File: config.mk
export PLATFORM = sky130hd
export DESIGN_NAME = led_pattern_flat
export DESIGN_NICKNAME = d
export VERILOG_FILES = /design/src/rtl/led_pkg.sv /design/src/rtl/led_pattern_if.sv /design/src/rtl/led_tick_gen.sv /design/src/rtl/led_pattern.sv /design/src/flat_wrapper.sv
export SDC_FILE = /design/constraint.sdc
export NUM_CORES = 1
export LEC_CHECK = 0
export BUFFER_PORTS_ARGS = -buffer_cell sky130_fd_sc_hd__buf_2
export CAP_MARGIN = 20
export CORE_MARGIN = 5
export CORE_UTILIZATION = 30
export DETAILED_ROUTE_END_ITERATION = 7
export GPL_ROUTABILITY_DRIVEN = 0
export PLACE_DENSITY = 0.48
export SETUP_SLACK_MARGIN = 0.2
export SLEW_MARGIN = 10
export SYNTH_ARGS = -nofsm -noshare
export SYNTH_HDL_FRONTEND = slang
export SYNTH_SLANG_ARGS = --single-unit
File: constraint.sdc
create_clock -name clk -period 3.5 [get_ports clk]
set_input_delay 0.175 -clock clk [delete_from_list [all_inputs] [get_ports clk]]
set_output_delay 0.175 -clock clk [all_outputs]
set_load 0.005 [all_outputs]
File: src/rtl/led_pkg.sv
// Shared types and constants for the LED pattern engine: pattern modes,
// PONG direction encodings and the two-state control FSM encoding.
package led_pkg;

  typedef logic [1:0] mode_t;

  localparam mode_t MODE_RUN   = 2'd0;
  localparam mode_t MODE_PONG  = 2'd1;
  localparam mode_t MODE_COUNT = 2'd2;
  localparam mode_t MODE_BLINK = 2'd3;

  localparam logic DIR_UP   = 1'b0;
  localparam logic DIR_DOWN = 1'b1;

  typedef logic [0:0] state_t;

  localparam state_t ST_IDLE   = 1'b0;
  localparam state_t ST_ACTIVE = 1'b1;

endpackage

File: src/rtl/led_pattern_if.sv
// Run-control and LED-output bundle of the pattern engine; the controller
// drives en/mode, the engine drives led_c/step.
interface led_pattern_if
  import led_pkg::*;
#(
  parameter int LED_W = 4
) ();

  logic             en;
  mode_t            mode;
  logic [LED_W-1:0] led_c;
  logic             step;

  modport master (output en, output mode, input led_c, input step);
  modport slave  (input en, input mode, output led_c, output step);

endinterface

File: src/rtl/led_tick_gen.sv
// Step prescaler: tick pulses on every TICK_DIV-th enabled clock; the count
// holds (is not cleared) while en is low.
module led_tick_gen #(
  parameter int TICK_DIV = 50000
) (
  input  logic clk,
  input  logic rst,
  input  logic en,
  output logic tick
);

  localparam int CW = (TICK_DIV > 1) ? $clog2(TICK_DIV) : 1;

  logic [CW-1:0] cnt_q;
  logic [CW-1:0] cnt_d;

  assign tick = en && (cnt_q == CW'(TICK_DIV - 1));

  always_comb begin
    cnt_d = cnt_q;
    if (tick) begin
      cnt_d = '0;
    end else if (en) begin
      cnt_d = cnt_q + CW'(1);
    end
  end

  always_ff @(posedge clk or posedge rst) begin
    if (rst) begin
      cnt_q <= '0;
    end else begin
      cnt_q <= cnt_d;
    end
  end

endmodule

File: src/rtl/led_pattern.sv
// LED pattern engine top: control FSM, pattern register, PONG direction and
// output polarity. Define LED_PATTERN_ACTIVE_LOW_EN for inverted LED drive.
module led_pattern
  import led_pkg::*;
#(
  parameter int LED_W    = 4,
  parameter int TICK_DIV = 50000
) (
  input  logic          clk,
  input  logic          rst,
  led_pattern_if.slave  bus
);

  logic tick;

  led_tick_gen #(
    .TICK_DIV (TICK_DIV)
  ) u_tick (
    .clk  (clk),
    .rst  (rst),
    .en   (bus.en),
    .tick (tick)
  );

  logic [LED_W-1:0] pattern_q, pattern_d;
  logic             dir_q, dir_d;
  state_t           state_q, state_d;
  mode_t            cur_mode_q, cur_mode_d;
  logic             step_q, step_d;

  always_comb begin
    pattern_d  = pattern_q;
    dir_d      = dir_q;
    state_d    = state_q;
    cur_mode_d = cur_mode_q;
    step_d     = 1'b0;
    if (tick) begin
      step_d = 1'b1;
      // A fresh start or a mode change loads the new mode's seed instead of advancing.
      if (state_q == ST_IDLE || bus.mode != cur_mode_q) begin
        state_d    = ST_ACTIVE;
        cur_mode_d = bus.mode;
        dir_d      = DIR_UP;
        case (bus.mode)
          MODE_RUN:   pattern_d = LED_W'(1);
          MODE_PONG:  pattern_d = LED_W'(1);
          MODE_COUNT: pattern_d = '0;
          MODE_BLINK: pattern_d = '1;
        endcase
      end else begin
        case (cur_mode_q)
          MODE_RUN:   pattern_d = {pattern_q[LED_W-2:0], pattern_q[LED_W-1]};
          MODE_PONG: begin
            // Flip as the end LED is reached so the ends are lit only once.
            if (dir_q == DIR_UP) begin
              pattern_d = pattern_q << 1;
              if (pattern_q[LED_W-2]) dir_d = DIR_DOWN;
            end else begin
              pattern_d = pattern_q >> 1;
              if (pattern_q[1]) dir_d = DIR_UP;
            end
          end
          MODE_COUNT: pattern_d = pattern_q + LED_W'(1);
          MODE_BLINK: pattern_d = ~pattern_q;
        endcase
      end
    end
  end

  always_ff @(posedge clk or posedge rst) begin
    if (rst) begin
      pattern_q  <= '0;
      dir_q      <= DIR_UP;
      state_q    <= ST_IDLE;
      cur_mode_q <= MODE_RUN;
      step_q     <= 1'b0;
    end else begin
      pattern_q  <= pattern_d;
      dir_q      <= dir_d;
      state_q    <= state_d;
      cur_mode_q <= cur_mode_d;
      step_q     <= step_d;
    end
  end

`ifdef LED_PATTERN_ACTIVE_LOW_EN
  assign bus.led_c = ~pattern_q;
`else
  assign bus.led_c = pattern_q;
`endif
  assign bus.step = step_q;

endmodule

File: src/flat_wrapper.sv
// flat-port wrapper written by rule: the top's interface ports become plain ports
module led_pattern_flat import led_pkg::*;
#(
  parameter int LED_W    = 4,
  parameter int TICK_DIV = 50000
)
  (clk, rst, bus_en, bus_mode, bus_led_c, bus_step);
  led_pattern_if #(.LED_W(LED_W)) bus_i ();
  input  logic clk;
  input  logic rst;
  input wire logic [$bits(bus_i.en)-1:0] bus_en;
  input wire logic [$bits(bus_i.mode)-1:0] bus_mode;
  output wire logic [$bits(bus_i.led_c)-1:0] bus_led_c;
  output wire logic [$bits(bus_i.step)-1:0] bus_step;
  assign bus_i.en = bus_en;
  assign bus_i.mode = bus_mode;
  assign bus_led_c = bus_i.led_c;
  assign bus_step = bus_i.step;
  led_pattern #(.LED_W(LED_W), .TICK_DIV(TICK_DIV)) u_core (.clk(clk), .rst(rst), .bus(bus_i));
endmodule
==> run summary <==
### Critical path
• **endpoint of the lowest-slack register-to-register path** u_core.cur_mode_q[0]
• **logic depth of the worst register-to-register path** 4
• **worst reg2reg startpoint** u_core.u_tick.cnt_q[0]
• **sort of element at the end of the critical path** register
• **FF-to-FF setup slack** 1760 ps
• **worst setup path class** register to register
• **required time of the worst setup path** 3660 ps
• **highest fanout seen on the critical path** 13
• **data arrival time at the worst-slack endpoint** 1900 ps
• **kind of start point of the critical path** register

### Drt
• **final wirelength** 2780 microns
• **detailed-router iteration count before antenna repair** 4
• **DRT antenna net count** 0
• **mean routed wirelength per cell** 13.7 microns
• **DRC violation count after routing** 0
• **count of routing violations after the opening detailed-route iteration** 58
• **routed via count divided by cell count** 5.16
• **routed vias** 1047

### Timing
• **transition time at the pin with the least slew margin** 416 ps
• **unrepaired setup endpoints after global routing** false
• **clock period minus worst slack** 1740 ps
• **final setup violation count** 0
• **hold violation total from the final report** 0
• **Setup Total Neg Slack** 0 ps
• **maximum operating frequency** 574 MHz
• **final worst-path cycle share** 0.498
• **Worst Clk Skew** 1.01 ps
• **Max transition margin** 0.723
• **pins over their slew limit** 0

### CTS
• **clk buf depth** 2
• **TritonCTS clock tree** yes
• **depth of the CTS H-tree** 1
• **number of setup buffers added after CTS** 0
• **number of instances resized during post-cts repair** 0
• **number of clock sinks seen by CTS** 25
• **clock latency of the later-clocked register in the worst-skew pair** 270 ps
• **clock-pin slew on the worst setup and hold paths** 80 ps
• **root buffer cell** clkbuf_8
• **total CTS buffers** 3
• **hold-fix buffers at CTS** 0

### Logic synthesis
• **Synth area leaders** dfrtp_1, xnor2_1, xor2_1
• **most used flip-flop cell after synthesis** dfrtp_1
• **post-synth top area cell** dfrtp_1
• **number of enable flip-flop cells after synthesis** 0
• **Synth Register Bits** 25
• **distinct cell type count of the synthesized netlist** 45
• **number of standard cells after synthesis** 140
• **cell area after technology mapping** 0.00140 sq mm
• **Post-Syn Nets** 147
• **Syn Area/Cell** 10.0 sq um
• **async set-reset flop share out of synthesis** 1.00
• **fraction of the yosys area taken by sequential cells** 0.446
• **share of the synthesized area in the top cell type** 0.446
• **total number of yosys warnings** 0

### Die
• **# rows** 24
• **I/O pin cnt** 10
• **area of the core** 0.00444 sq mm
• **Die H** 78.3 microns
• **area enclosed by the die boundary** 0.00614 sq mm
• **initial core utilization** 0.315
• **width of the die** 78.3 microns

### Power and ir drop
• **Power Total** 607 uW
• **PD cells** 387 mW/mm^2
• **Max rail drop VDD** 0.237 mV
• **reported leakage power** 0.697 nW

### Final layout
• **most common library cell in the layout ignoring fill and taps** dfrtp_1
• **share of post-route cells with drive strength above 1** 0.172
• **post-layout util** 0.353
• **net total in the final layout** 159
• **commonest cells after routing, fill and taps aside** dfrtp_1, nor2_1, nand2_1
• **post-synthesis to final-layout area growth** 11.9%
• **ANT cells** 0

### Global routing
• **number of antenna violations at the first check in global routing** 0
• **overall fraction of global-route tracks in use** 0.0948
• **overflow left after global routing** 0
• **largest net degree at the start of global routing** 26
• **number of global-route vias before repair** 1010
• **wire length of the first global-routing pass** 4700 microns

### Place
• **sum of net half-perimeters after detailed placement** 1940 microns
• **number of port buffers** 9

### Hold path
• **cell count of the worst hold path** 2
• **Worst Hold End** u_core.u_tick.cnt_q[1]
• **Hold Crit Start** bus_en
• **type of the most critical hold path** input pin to register

### Job
• **max cap viols** 0

### Run status
• **run status** finished, final reports clean

## cells by family after synthesis
| logic type | after synthesis | synth area share |
|---|---|---|
| simple gates | 64 | 0.295 |
| buf+inv | 9 | 0.0321 |
| xor+xnor | 15 | 0.0938 |
| mux | 3 | 0.0232 |
| compound gates | 22 | 0.0920 |
| flops | 25 | 0.446 |
| fa+ha+maj | 2 | 0.0179 |
## metal layers
layer | vias to the layer above | global-route usage | part of all wire
li1 | 526 | - | -
met1 | 505 | 0.128 | 0.51
met5 | - | 0 | 0
met2 | 12 | 0.146 | 0.44
met3 | 4 | 0.0172 | 0.026
met4 | 0 | 0.0472 | 0.016
## cell type report
type	count	area [sq um]
Fill cell	461	2880
Multi-Input combinational cell	106	731
Inverter	5	18.8
Sequential cell	25	626
Timing Repair Buffer	11	82.6
Tap cell	52	65.1
Clock buffer	4	45.0
## power by group
| part | total, mW | internal [mW] | leakage, nW | switching (mW) |
|---|---|---|---|---|
| clock | 0.171 | 0.0814 | 0.0228 | 0.0900 |
| sequential | 0.362 | 0.318 | 0.334 | 0.0447 |
| combinational | 0.0735 | 0.0400 | 0.340 | 0.0335 |
| total | 0.607 | 0.439 | 0.697 | 0.168 |
## stage by stage
stage                     worst slack (ps)  cell area [sq um]  hold WS, ps  cells
after floorplan                       1910               1400          202    140
after global placement                1800               1490          435    197
after detailed placement              1780               1490          453    197
after CTS                             1770               1530          154    201
after global routing                  1660               1570          182    203
final                                 1760               1570          184    203
## critical path, stage by stage (launching register included)
cell	delay, ps
dfrtp_1	380
ha_1	170
and4_1	350
and4_4	370
mux2_2	350
## sequential cells by signal, summed over array words and instances (netlist names)
name / flops
u_core.u_tick.cnt_q: 16
u_core.bus.led_c: 4
u_core.cur_mode_q: 2
u_core.bus.step: 1
u_core.dir_q: 1
u_core.state_q: 1
## synth_stat cells, types with 3 or more instances
cell type	instances
nand3_1	5
xor2_1	7
nor3b_1	3
nor2_1	12
nand2_1	11
dfrtp_1	25
inv_1	5
nor2b_1	3
xnor2_1	8
o21ai_0	7
a21oi_1	6
nand4_1	5
## worst max path at each step
stage | to | slack [ps] | from
after floorplan | u_core.state_q | 1910 | u_core.u_tick.cnt_q[0]
after global placement | u_core.cur_mode_q[1] | 1800 | u_core.u_tick.cnt_q[7]
after detailed placement | u_core.cur_mode_q[1] | 1780 | u_core.u_tick.cnt_q[0]
after CTS | u_core.cur_mode_q[1] | 1770 | u_core.u_tick.cnt_q[0]
after global routing | u_core.cur_mode_q[0] | 1660 | u_core.u_tick.cnt_q[0]
final | u_core.cur_mode_q[0] | 1760 | u_core.u_tick.cnt_q[0]
(Power assumes the default switching activity.)
